$ cat config.mk
export PLATFORM = sky130hd
export DESIGN_NAME = vec_div_sequencer
export DESIGN_NICKNAME = d
export VERILOG_FILES = /design/src/rtl/vec_div_sequencer.sv
export SDC_FILE = /design/constraint.sdc
export NUM_CORES = 1
export LEC_CHECK = 0
export ABC_AREA = 1
export BUFFER_PORTS_ARGS = -buffer_cell sky130_fd_sc_hd__buf_2
export CORE_UTILIZATION = 35
export DETAILED_ROUTE_END_ITERATION = 7
export PLACE_DENSITY_LB_ADDON = 0.08
export RECOVER_POWER = 100
export SLEW_MARGIN = 20
export SYNTH_ARGS = -nofsm -noshare
export SYNTH_HDL_FRONTEND = slang
export SYNTH_SLANG_ARGS = --single-unit
$ cat constraint.sdc
create_clock -name aclk -period 1.9 [get_ports aclk]
set_input_delay 0.38 -clock aclk [delete_from_list [all_inputs] [get_ports aclk]]
set_output_delay 0.38 -clock aclk [all_outputs]
set_load 0.03 [all_outputs]
$ cat src/rtl/vec_div_sequencer.sv
// rtl/vec_div_sequencer.sv - feeds an N-element signed vector through one divider and buffers the results
// Optional feature macro: VEC_DIV_TIMEOUT_EN (WAIT-state timeout counter and err_timeout).
module vec_div_sequencer #(
  parameter int N       = 4,
  parameter int AW      = 2,
  parameter int DW      = 16,
  parameter int RW      = 32,
  parameter int TIMEOUT = 200
) (
  input  logic          aclk,
  input  logic          aresetn,
  input  logic          vec_wr_en,
  input  logic [AW-1:0] vec_wr_addr,
  input  logic [DW-1:0] vec_wr_data,
  input  logic [DW-1:0] divisor_in,
  input  logic          start,
  output logic [DW-1:0] s_axis_dividend_tdata,
  output logic          s_axis_dividend_tvalid,
  output logic [DW-1:0] s_axis_divisor_tdata,
  output logic          s_axis_divisor_tvalid,
  input  logic [RW-1:0] m_axis_dout_tdata,
  input  logic          m_axis_dout_tvalid,
  input  logic [AW-1:0] res_rd_addr,
  output logic [RW-1:0] res_rd_data,
  output logic          busy,
  output logic          done,
  output logic          err_div0,
  output logic          err_timeout
);

  typedef enum logic [2:0] {
    S_IDLE, S_CHECK, S_ISSUE, S_WAIT, S_STORE, S_FIN
  } state_t;

  state_t        state, state_nxt;
  logic [DW-1:0] vec [N];
  logic [RW-1:0] res [N];
  logic [DW-1:0] divisor_q;
  logic [DW-1:0] dividend_hold;
  logic [DW-1:0] divisor_hold;
  logic [RW-1:0] dout_hold;
  logic [AW-1:0] idx;
  logic          err_div0_q;
  logic          timeout_hit;
  logic          last_elem;

  assign last_elem = (idx == AW'(N - 1));

  always_comb begin
    state_nxt = state;
    case (state)
      S_IDLE:  if (start) state_nxt = S_CHECK;
      S_CHECK: state_nxt = (divisor_q == '0) ? S_FIN : S_ISSUE;
      S_ISSUE: state_nxt = S_WAIT;
      S_WAIT: begin
        // a result arriving on the limit cycle still counts as an answer
        if (m_axis_dout_tvalid)  state_nxt = S_STORE;
        else if (timeout_hit)    state_nxt = S_FIN;
      end
      S_STORE: state_nxt = last_elem ? S_FIN : S_ISSUE;
      S_FIN:   state_nxt = S_IDLE;
      default: state_nxt = S_IDLE;
    endcase
  end

  // tdata is live from the buffer during ISSUE and holds the last issued operands otherwise
  assign s_axis_dividend_tvalid = (state == S_ISSUE);
  assign s_axis_divisor_tvalid  = (state == S_ISSUE);
  assign s_axis_dividend_tdata  = (state == S_ISSUE) ? vec[idx] : dividend_hold;
  assign s_axis_divisor_tdata   = (state == S_ISSUE) ? divisor_q : divisor_hold;
  assign busy     = (state == S_CHECK) || (state == S_ISSUE) ||
                    (state == S_WAIT)  || (state == S_STORE);
  assign done     = (state == S_FIN);
  assign err_div0 = err_div0_q;

  always_ff @(posedge aclk or negedge aresetn) begin
    if (!aresetn) begin
      state         <= S_IDLE;
      idx           <= '0;
      divisor_q     <= '0;
      dividend_hold <= '0;
      divisor_hold  <= '0;
      dout_hold     <= '0;
      err_div0_q    <= 1'b0;
      res_rd_data   <= '0;
      for (int i = 0; i < N; i++) begin
        vec[i] <= '0;
        res[i] <= '0;
      end
    end else begin
      state       <= state_nxt;
      res_rd_data <= res[res_rd_addr];
      case (state)
        S_IDLE: begin
          if (vec_wr_en) vec[vec_wr_addr] <= vec_wr_data;
          if (start) begin
            divisor_q  <= divisor_in;
            err_div0_q <= 1'b0;
            idx        <= '0;
          end
        end
        S_CHECK: begin
          if (divisor_q == '0) begin
            err_div0_q <= 1'b1;
            for (int i = 0; i < N; i++) res[i] <= '0;
          end
        end
        S_ISSUE: begin
          dividend_hold <= vec[idx];
          divisor_hold  <= divisor_q;
        end
        S_WAIT: begin
          if (m_axis_dout_tvalid) dout_hold <= m_axis_dout_tdata;
        end
        S_STORE: begin
          res[idx] <= dout_hold;
          if (!last_elem) idx <= idx + AW'(1);
        end
        default: ;
      endcase
    end
  end

`ifdef VEC_DIV_TIMEOUT_EN
  localparam int CW = $clog2(TIMEOUT + 1);

  logic [CW-1:0] wait_cnt;
  logic          err_timeout_q;

  // counter is 0 on the first WAIT cycle, so the last allowed cycle is TIMEOUT-1
  assign timeout_hit = (wait_cnt == CW'(TIMEOUT - 1));
  assign err_timeout = err_timeout_q;

  always_ff @(posedge aclk or negedge aresetn) begin
    if (!aresetn) begin
      wait_cnt      <= '0;
      err_timeout_q <= 1'b0;
    end else begin
      if (state == S_IDLE && start)
        err_timeout_q <= 1'b0;
      else if (state == S_WAIT && !m_axis_dout_tvalid && timeout_hit)
        err_timeout_q <= 1'b1;
      if (state == S_ISSUE)
        wait_cnt <= '0;
      else if (state == S_WAIT)
        wait_cnt <= wait_cnt + CW'(1);
    end
  end
`else
  assign timeout_hit = 1'b0;
  assign err_timeout = 1'b0;
`endif

endmodule

==> metrics <==
Chip Height 194 microns; Synthesis Warnings 0; Layout Nets 1674; Post-DRT Antenna Nets 0; pwr dens between 1500 and 2000 mW/mm^2; #FFs+latches synth 310; CP arrival 1.87 ns; worst min-delay path class in -> reg; vias per cell 4.98; dpl hpwl 21.6 mm; initial antenna violation count 0; worst setup slack after layout -0.353 ns; clock slew at reported path FFs ~0.060 ns; CTS buffer count 38; Mapped Cells 1426; final non-filler cell total between 2000 and 2500; reg2reg path depth 9; fmax 0.444 GHz; Slew Limit Fails 0; slowest CP cell dfrtp_2; GP Congestion 0.756; status finished, violations left; Startpoint Class flip-flop; routed len/inst between 15 and 20 microns; DRC 0; row count 70; maxcap violations 0; Mean Syn Cell Area 9.07 sq um; Multi-input gate area 0.00495 sq mm; die area 0.0377 sq mm; layout cells sized above 1 0.254; Bufs on Longest Clock Path 3; setup violators final 35; GRT Residual Overflow 0; syn_nets 1503; relative slew slack 0.123; clk_lat worst skew about 0.53 ns; final instance area 0.0166 sq mm; reg-to-reg critical path startpoint state[2]; DP Cell Count 1998; Synth Cell Area 0.0129 sq mm; crit path time final about 2.3 ns; via count 10400; final wirelength 37.5 mm; first-pass GRT wire length 60.0 mm; Reg area 0.00776 sq mm; crit end category primary output; CP Depth 7; Post-DP Area 0.0144 sq mm; Die X-Extent 194 microns; Worst-Margin Slew ~1.3 ns; Cell variety after synth 26; IO buf count 141; crit path buf inv count 4; slowest cell delay on critical path roughly 0.43 ns; Max Clock Skew 0.0109 ns; Yosys top cell area share 0.600; Area contributors post-synth dfrtp_1, nand2_1, o21ai_0, nand3_1, nor2_1; Initial Util 0.354; Final Util 0.455; area of the core between 0.03 and 0.04 sq mm; Iteration-0 DRC Markers 695; area added between synthesis and finish 28.4%; Setup Crit Path Kind reg -> out; Final Hold Vio Count 0; largest net degree at the start of global routing 75; final hold slack 0.0420 ns; Hold Crit Endpoint divisor_q[6]; clock tree root buffer cell clkbuf_16; iteration count of the initial detailed-routing pass 5; Reg2Reg Setup Slack approximately 0.13 ns; vias in the first global route roughly 11000; unrepaired setup endpoints after global routing yes; Final Cycle Share 1.19; IO Count around 140; LEAKAGE 0.00858 uW; filler cell count 3610; FF-to-FF End res[81]; worst path cell trace nor3_4 -> buf_6 -> buf_8 -> buf_12 -> nand2_4 -> nand2_4 -> buf_6; HP Start divisor_in[6]; failing checks setup timing; ANT cells 0; CTS tree done; Req. time, crit path 1.52 ns; CTS H-tree lvls 2; Hold Path Depth 3; peak supply drop 1.25 mV; GRT Total Usage 0.201; post-synthesis sequential area ratio 0.600; crit-path max FO 5; clock sink count just over 300; dominant cell type by area after synthesis dfrtp_1; critical path's top delay family buffers and inverters; Setup TNS Final -9.67 ns
-- cell families (layout without fill, tap and decap cells) --
group,after synthesis,after routing,share of synthesized area
mux,32,32,0.0279
other cells,1,1,0.000290
flops,310,310,0.600
buf+inv,127,324,0.0479
simple gates,739,739,0.233
fa+ha+maj,4,4,0.00387
compound gates,213,213,0.0871
-- what timing repair did --
item                                    in CTS  in global routing
pin swaps                                   17                 26
hold buffers                                 1                  0
resized for setup                          154                 85
gates cloned                                 5                  2
buffers inserted                            12                  9
endpoints found under the hold margin       34                  0
endpoints found under the setup margin      36                 56
-- layer usage --
metal / GRT usage / up-vias / wire length [microns]
met2: 0.322 / 228 / 17400
met4: 0.0600 / 0 / 761
met1: 0.281 / 5122 / 17700
met3: 0.0322 / 61 / 1600
met5: 0 / - / 0
li1: - / 4999 / -
-- through the flow --
stage | worst slack (ns) | power (uW)
6_report | -0.353 | 27300
5_1_grt | -0.420 | 29000
4_1_cts | -0.362 | 26700
3_5_place_dp | 0.106 | 17400
3_3_place_gp | 0.0928 | 17300
2_1_floorplan | 0.118 | 14800
-- power breakdown --
part	switching (uW)	total (uW)	leakage, uW	internal, uW
combinational	5530	9730	0.00391	4200
sequential	1500	10300	0.00404	8790
clock	2780	7310	0.000631	4530
-- layout by cell type, fill, tap and decap left out, types with 3 or more instances in the layout --
| cell | n |
|---|---|
| clkbuf_16 | 43 |
| ha_1 | 4 |
| nand3_2 | 5 |
| dfrtp_2 | 3 |
| o22ai_2 | 11 |
| clkbuf_8 | 9 |
| clkbuf_2 | 6 |
| inv_1 | 27 |
| o21ai_2 | 3 |
| o22ai_1 | 37 |
| buf_2 | 104 |
| buf_4 | 40 |
| nor2_1 | 105 |
| clkbuf_1 | 9 |
| clkinv_2 | 6 |
| nand2_2 | 41 |
| nand2_1 | 425 |
| inv_2 | 4 |
| buf_6 | 45 |
| buf_16 | 4 |
| nand2_4 | 20 |
| nand3_1 | 131 |
| o21ai_0 | 138 |
| mux2_2 | 32 |
| buf_12 | 16 |
| o21ai_1 | 21 |
| dfrtp_1 | 307 |
-- synthesized netlist by cell type --
cell	count
dfrtp_1	310
nand4_1	2
nand3_2	5
mux2_2	32
nor3_2	2
o21ai_1	2
a21oi_1	1
nand3_1	132
buf_4	13
inv_1	29
nor2_4	2
o22ai_1	48
or2_2	2
inv_2	7
nand2_1	485
nor2_1	106
nand2_2	2
conb_1	1
clkbuf_1	43
nor3_1	1
buf_1	4
buf_6	9
ha_1	4
buf_2	21
clkinv_1	1
o21ai_0	162
-- state kept, by name (all words and copies together) (netlist names) --
name,flops
dividend_hold,16
divisor_hold,16
vec,64
res_rd_data,32
state,3
idx,2
res,128
err_div0,1
dout_hold,32
divisor_q,16
-- worst min-delay path, stage by stage --
cell,delay (ns)
buf_2,0.07
nand2_1,0.04
nand2_1,0.04
-- how the worst max path moves through the flow --
stage	startpoint	end	slack [ns]
final	state[2]	s_axis_dividend_tdata[6]	-0.35
after global routing	idx[0]	s_axis_dividend_tdata[1]	-0.42
after CTS	idx[0]	s_axis_dividend_tdata[1]	-0.36
after detailed placement	state[0]	s_axis_divisor_tdata[14]	0.11
after global placement	idx[1]	s_axis_dividend_tdata[5]	0.09
after floorplan	state[0]	s_axis_divisor_tdata[10]	0.12
-- cell type report --
| class | instances | area share |
|---|---|---|
| clock inverter | 8 | 0.00542 |
| multi-input combinational | 989 | 0.298 |
| inverter | 37 | 0.00972 |
| timing repair buffer | 221 | 0.113 |
| tap | 468 | 0.0353 |
| sequential | 310 | 0.467 |
| clock buffer | 58 | 0.0710 |
Power figures use the tool's default switching activity.
